## src/rtl/spi_cfg_tx.sv

```systemverilog
`default_nettype none
// ============================================================================
// Module   : spi_cfg_tx
// Purpose  : Serialises a 24-bit configuration frame {1'b0, gain, phase_inc}
//            onto a write-only SPI link, MSB first. CS is active low and SCK
//            idles low. Data changes on the SCK falling edge, so the far end
//            samples on the rising edge.
// Ports    : CLK        system clock, rising edge
//            RSTb       asynchronous active-low reset
//            start      one-cycle frame request
//            phase_inc  20-bit NCO phase increment to send
//            gain       3-bit gain code to send
//            CS/SCK/MOSI  SPI outputs, all driven straight from flops
//            busy       high from frame acceptance until done
//            done       one-cycle pulse at the end of each frame
// Options  : define SPI_CFG_TX_QUEUE_EN to add a one-entry pending buffer that
//            accepts a start while busy and launches it back-to-back.
// Revision : 1.0 - initial release
// ============================================================================
module spi_cfg_tx #(
  parameter int HALF_PERIOD = 4
) (
  input  logic        CLK,
  input  logic        RSTb,
  input  logic        start,
  input  logic [19:0] phase_inc,
  input  logic [2:0]  gain,
  output logic        CS,
  output logic        SCK,
  output logic        MOSI,
  output logic        busy,
  output logic        done
);

  // Counters run down to zero, so the reload value is length-1.
  localparam logic [8:0] C_HP_LAST  = 9'(HALF_PERIOD - 1);
  localparam logic [8:0] C_GAP_LAST = 9'(2 * HALF_PERIOD - 1);
  localparam logic [4:0] C_LAST_BIT = 5'd23;

  typedef enum logic [2:0] {
    S_IDLE   = 3'd0,
    S_SETUP  = 3'd1,
    S_SCK_HI = 3'd2,
    S_SCK_LO = 3'd3,
    S_GAP    = 3'd4
  } state_t;

  state_t      r_state;
  logic [8:0]  r_hcnt;    // half-period (and gap) counter
  logic [4:0]  r_bcnt;    // index of the bit currently on MOSI
  logic [22:0] r_shift;   // bits still to be sent after the one on MOSI

  logic [23:0] w_frame;
  logic        w_cnt_end;
  logic        w_next_vld;   // a further frame is ready at the end of GAP
  logic [22:0] w_next_word;

  assign w_frame   = {1'b0, gain, phase_inc};
  assign w_cnt_end = (r_hcnt == 9'd0);

`ifdef SPI_CFG_TX_QUEUE_EN
  logic        r_pend_vld;
  logic [22:0] r_pend_word;

  // A start arriving on the last GAP cycle is newer than the buffer.
  assign w_next_vld  = start | r_pend_vld;
  assign w_next_word = start ? w_frame[22:0] : r_pend_word;
`else
  assign w_next_vld  = 1'b0;
  assign w_next_word = 23'd0;
`endif

  always_ff @(posedge CLK or negedge RSTb) begin
    if (!RSTb) begin
      r_state     <= S_IDLE;
      r_hcnt      <= 9'd0;
      r_bcnt      <= 5'd0;
      r_shift     <= 23'd0;
      CS          <= 1'b1;
      SCK         <= 1'b0;
      MOSI        <= 1'b0;
      busy        <= 1'b0;
      done        <= 1'b0;
`ifdef SPI_CFG_TX_QUEUE_EN
      r_pend_vld  <= 1'b0;
      r_pend_word <= 23'd0;
`endif
    end else begin
      done <= 1'b0;
`ifdef SPI_CFG_TX_QUEUE_EN
      // Latest request while busy overwrites any earlier pending one.
      if (busy && start) begin
        r_pend_vld  <= 1'b1;
        r_pend_word <= w_frame[22:0];
      end
`endif
      case (r_state)
        S_IDLE: begin
          if (start) begin
            r_state <= S_SETUP;
            CS      <= 1'b0;
            busy    <= 1'b1;
            MOSI    <= w_frame[23];
            r_shift <= w_frame[22:0];
            r_bcnt  <= 5'd0;
            r_hcnt  <= C_HP_LAST;
          end
        end

        S_SETUP: begin
          if (w_cnt_end) begin
            r_state <= S_SCK_HI;
            SCK     <= 1'b1;
            r_hcnt  <= C_HP_LAST;
          end else begin
            r_hcnt <= r_hcnt - 9'd1;
          end
        end

        S_SCK_HI: begin
          if (w_cnt_end) begin
            // Data advances on the falling edge; after the last bit a zero
            // shifts out, which is what MOSI must show in GAP anyway.
            r_state <= S_SCK_LO;
            SCK     <= 1'b0;
            MOSI    <= r_shift[22];
            r_shift <= {r_shift[21:0], 1'b0};
            r_hcnt  <= C_HP_LAST;
          end else begin
            r_hcnt <= r_hcnt - 9'd1;
          end
        end

        S_SCK_LO: begin
          if (w_cnt_end) begin
            if (r_bcnt == C_LAST_BIT) begin
              r_state <= S_GAP;
              CS      <= 1'b1;
              MOSI    <= 1'b0;
              r_hcnt  <= C_GAP_LAST;
            end else begin
              r_state <= S_SCK_HI;
              SCK     <= 1'b1;
              r_bcnt  <= r_bcnt + 5'd1;
              r_hcnt  <= C_HP_LAST;
            end
          end else begin
            r_hcnt <= r_hcnt - 9'd1;
          end
        end

        S_GAP: begin
          if (w_cnt_end) begin
            done <= 1'b1;
            if (w_next_vld) begin
              // Chain straight into the next frame; busy stays high.
              r_state <= S_SETUP;
              CS      <= 1'b0;
              MOSI    <= 1'b0;
              r_shift <= w_next_word;
              r_bcnt  <= 5'd0;
              r_hcnt  <= C_HP_LAST;
`ifdef SPI_CFG_TX_QUEUE_EN
              r_pend_vld <= 1'b0;
`endif
            end else begin
              r_state <= S_IDLE;
              busy    <= 1'b0;
              r_hcnt  <= 9'd0;
            end
          end else begin
            r_hcnt <= r_hcnt - 9'd1;
          end
        end

        default: begin
          r_state <= S_IDLE;
          CS      <= 1'b1;
          SCK     <= 1'b0;
          MOSI    <= 1'b0;
          busy    <= 1'b0;
        end
      endcase
    end
  end

endmodule
`default_nettype wire

```

## config.mk

```make
export PLATFORM = sky130hd
export DESIGN_NAME = spi_cfg_tx
export DESIGN_NICKNAME = d
export VERILOG_FILES = /design/src/rtl/spi_cfg_tx.sv
export SDC_FILE = /design/constraint.sdc
export NUM_CORES = 1
export LEC_CHECK = 0
export CORE_ASPECT_RATIO = 1.25
export CORE_MARGIN = 3
export CORE_UTILIZATION = 28
export DETAILED_ROUTE_END_ITERATION = 6
export SKIP_CTS_REPAIR_TIMING = 1
export SLEW_MARGIN = 20
export SYNTH_ARGS = -nofsm -noshare
export SYNTH_HDL_FRONTEND = slang
export SYNTH_SLANG_ARGS = --single-unit
```

## constraint.sdc

```tcl
create_clock -name CLK -period 4.6 [get_ports CLK]
set_input_delay 1.38 -clock CLK [delete_from_list [all_inputs] [get_ports CLK]]
set_output_delay 1.38 -clock CLK [all_outputs]
set_load 0.05 [all_outputs]
```

==> metrics.txt <==
status=finished clean; DP Cell Count=about 350; GRT Residual Overflow=0; Synth Area in XOR/XNOR=0.0183; Reg2Reg Setup Slack=~2400 ps; CP endpoint kind=output pin; DRT iter0 DRCs=between 150 and 200; reg-to-reg endpoint=r_bcnt[3]; Cell variety after synth=a little over 50; # Max-Cap Violations=0; CTS Buffer Depth=2; CP cell instances=clkdlybuf4s50_1; Initial Utilization=0.289; area delta synth->final=19.9%; fin util=0.346; met2 wire len=about 2600 um; Hold/Removal Path Class=register to register; H-tree depth=2; Final Max Tran Viols=0; final hold violation count=0; # diodes=0; CTS Sinks=between 40 and 50; Met1 Routed Length=approximately 2400 um; Synth Area in Adders=0.0104; worst vdd ir=approximately 310 uV; warnings from Yosys=0; # DRC=0; num ports=31; Worst Path Max Fanout=3; WL/cell=approximately 15 um; routed via count divided by cell count=around 5.2; Post-Route WL=5310 um; cell depth of the worst hold path=1; Root Driver=clkbuf_8; Power Density=about 570 mW/mm^2; register area share after synthesis=0.471; flops & latches, synth=45; slowest cell delay on critical path=around 800 ps; Compound-Gate Fraction of Synth Area=0.195; Critical path buffers and inverters=1; Avg Cell Area, Syn=between 10 and 15 sq um; RSZ-0062 raised after global routing=false; # rows=37; DRT antenna net count=0; post-DP HPWL=3520 um; Hold Path End=r_bcnt[4]; setup violators final=0; proportion of synthesized area in mux cells=0.100; Clock Pin Slew Worst Setup and Hold Paths=around 90 ps; worst slew pin tran=~830 ps; Max Clk Rate=around 0.33 GHz; r2r startpoint=r_state[1]; clk_lat worst skew=roughly 310 ps; die height=between 100 and 150 um; highest-delay cell along the critical path=clkdlybuf4s50_1; CTS tree=done; Cell Area, Synth=approximately 0.0024 sq mm; CTS Buf Count=5; initial antenna violation count=0; largest net degree at the start of global routing=46; Max Clock Skew=about 7.5 ps; via count=between 1500 and 2000; hold slack=between 500 and 600 ps; final estimated routing congestion in global placement=about 0.74; vias in the first global route=roughly 1900; worst r2r path cells=5; Die W=approximately 89 um; post-route design area=approximately 0.0029 sq mm; worst min-delay path startpoint=r_bcnt[4]; Final period util=0.662; Core ar.=just over 0.008 sq mm; delay-heaviest family, CP=buffers and inverters; IO Port Bufs=30; CP Data Arrival Time=between 1500 and 2000 ps; Gate Count Post-Synth=around 240; Leakage=approximately 1.2 nW; uppermost layer routed=met4; TNS Setup=0 ps; Tmin final=around 3000 ps; Req. time, crit path=roughly 3200 ps; critical path class=register to output pin; post-synthesis simple-gate area fraction=0.166; non-filler cells, final=~360; Max-slew headroom=0.443; router iterations before antenna repair=4; total track usage=0.122; first-pass GRT wire length=roughly 9500 um; share of cells above drive strength 1=0.0802; Met3 Wirelength=slightly below 200 um; syn nets=265; dpl cell area=around 0.0028 sq mm; crit path launch type=register; die area=about 0.0097 sq mm; largest family of logic cells by synthesized area=compound AO/OA/AOI/OAI gates; nets=289
how the worst max path moves through the flow:
stage,startpoint,endpoint,depth (start not counted)
CTS,CS,CS,1
floorplan,start,r_hcnt[7],4
global route,CS,CS,1
detailed placement,start,r_shift[7],6
global placement,start,r_shift[8],6
finish,CS,CS,1
power by group:
| group | switching [mW] | internal [mW] | total (mW) |
|---|---|---|---|
| Clock | 0.143 | 0.177 | 0.320 |
| Combinational | 0.316 | 0.291 | 0.608 |
| Sequential | 0.159 | 0.556 | 0.715 |
| Total | 0.618 | 1.03 | 1.64 |
synth_stat cells, drive strengths merged:
cell	instances	area (sq um)
a211oi	1	7.51
a21oi	7	35.0
a31o	1	8.76
a31oi	4	31.3
and2	2	12.5
and3	1	6.26
and3b	1	8.76
and4b	1	10.0
buf	7	45.0
clkbuf	8	30.0
dfrtp	44	1100
dfstp	1	26.3
ha	2	25.0
inv	5	18.8
mux2i	24	240
nand2	9	36.3
nand2b	3	26.3
nand3	6	30.0
nand3b	1	7.51
nand4	3	25.0
nand4b	1	8.76
nor2	15	56.3
nor2b	4	25.0
nor3	6	30.0
nor4	4	46.3
nor4b	3	47.5
o211ai	5	37.5
o21a	1	7.51
o21ai	48	240
o21bai	1	7.51
o22a	1	8.76
o22ai	1	6.26
o31ai	5	51.3
o32ai	3	26.3
or2	1	6.26
or3	1	6.26
or4	1	7.51
xnor2	5	43.8
flip-flops by register name (all words and copies together) (netlist names):
signal and flops:
CS 1, MOSI 1, SCK 1, done 1
r_shift 23, r_hcnt 9, r_state 3, busy 1
r_bcnt 5
cells in the final DEF (no fill, tap or decap), types with 2 or more instances in the layout:
cell type        count
dfrtp_1             44
clkdlybuf4s50_1     29
o21ai_0             28
mux2i_1             24
o21ai_1             20
nor2_1              15
nand2_1              8
a21oi_1              7
nor3_1               6
nand3_1              6
clkbuf_8             6
inv_1                5
o211ai_1             5
xnor2_1              5
nor2b_1              4
o31ai_1              4
o32ai_1              3
a31oi_1              3
buf_4                3
nand4_1              2
nand2b_1             2
nor4_1               2
ha_1                 2
layer usage:
layer,up-vias,GRT usage
li1,920,-
met2,36,0.194
met4,0,0.0400
met1,909,0.163
met3,9,0.0292
met5,-,0
cells by family (layout without fill, tap and decap cells):
group,Yosys count,in the layout
AOI/OAI and AO/OA,78,78
xor gates and xnor gates,5,5
DFF,45,45
adders and majority gates,2,2
buffers and inverters,20,45
and+or+nand+nor,63,63
muxes,24,24
stage by stage:
stage,setup WS (ps),power (mW)
finish,1550,1.64
global route,1520,1.79
CTS,1540,1.66
detailed placement,1480,1.34
global placement,1510,1.32
floorplan,2330,1.18
layout make-up:
type / instances / area, sq um
inverters: 5 / 18.8
repair buffers: 32 / 313
flip-flops and latches: 45 / 1130
fillers: 847 / 5420
well taps: 97 / 121
multi-input cells: 172 / 1170
clock buffers: 7 / 86.3
clock inverters: 1 / 30.0
(Power assumes the default switching activity.)
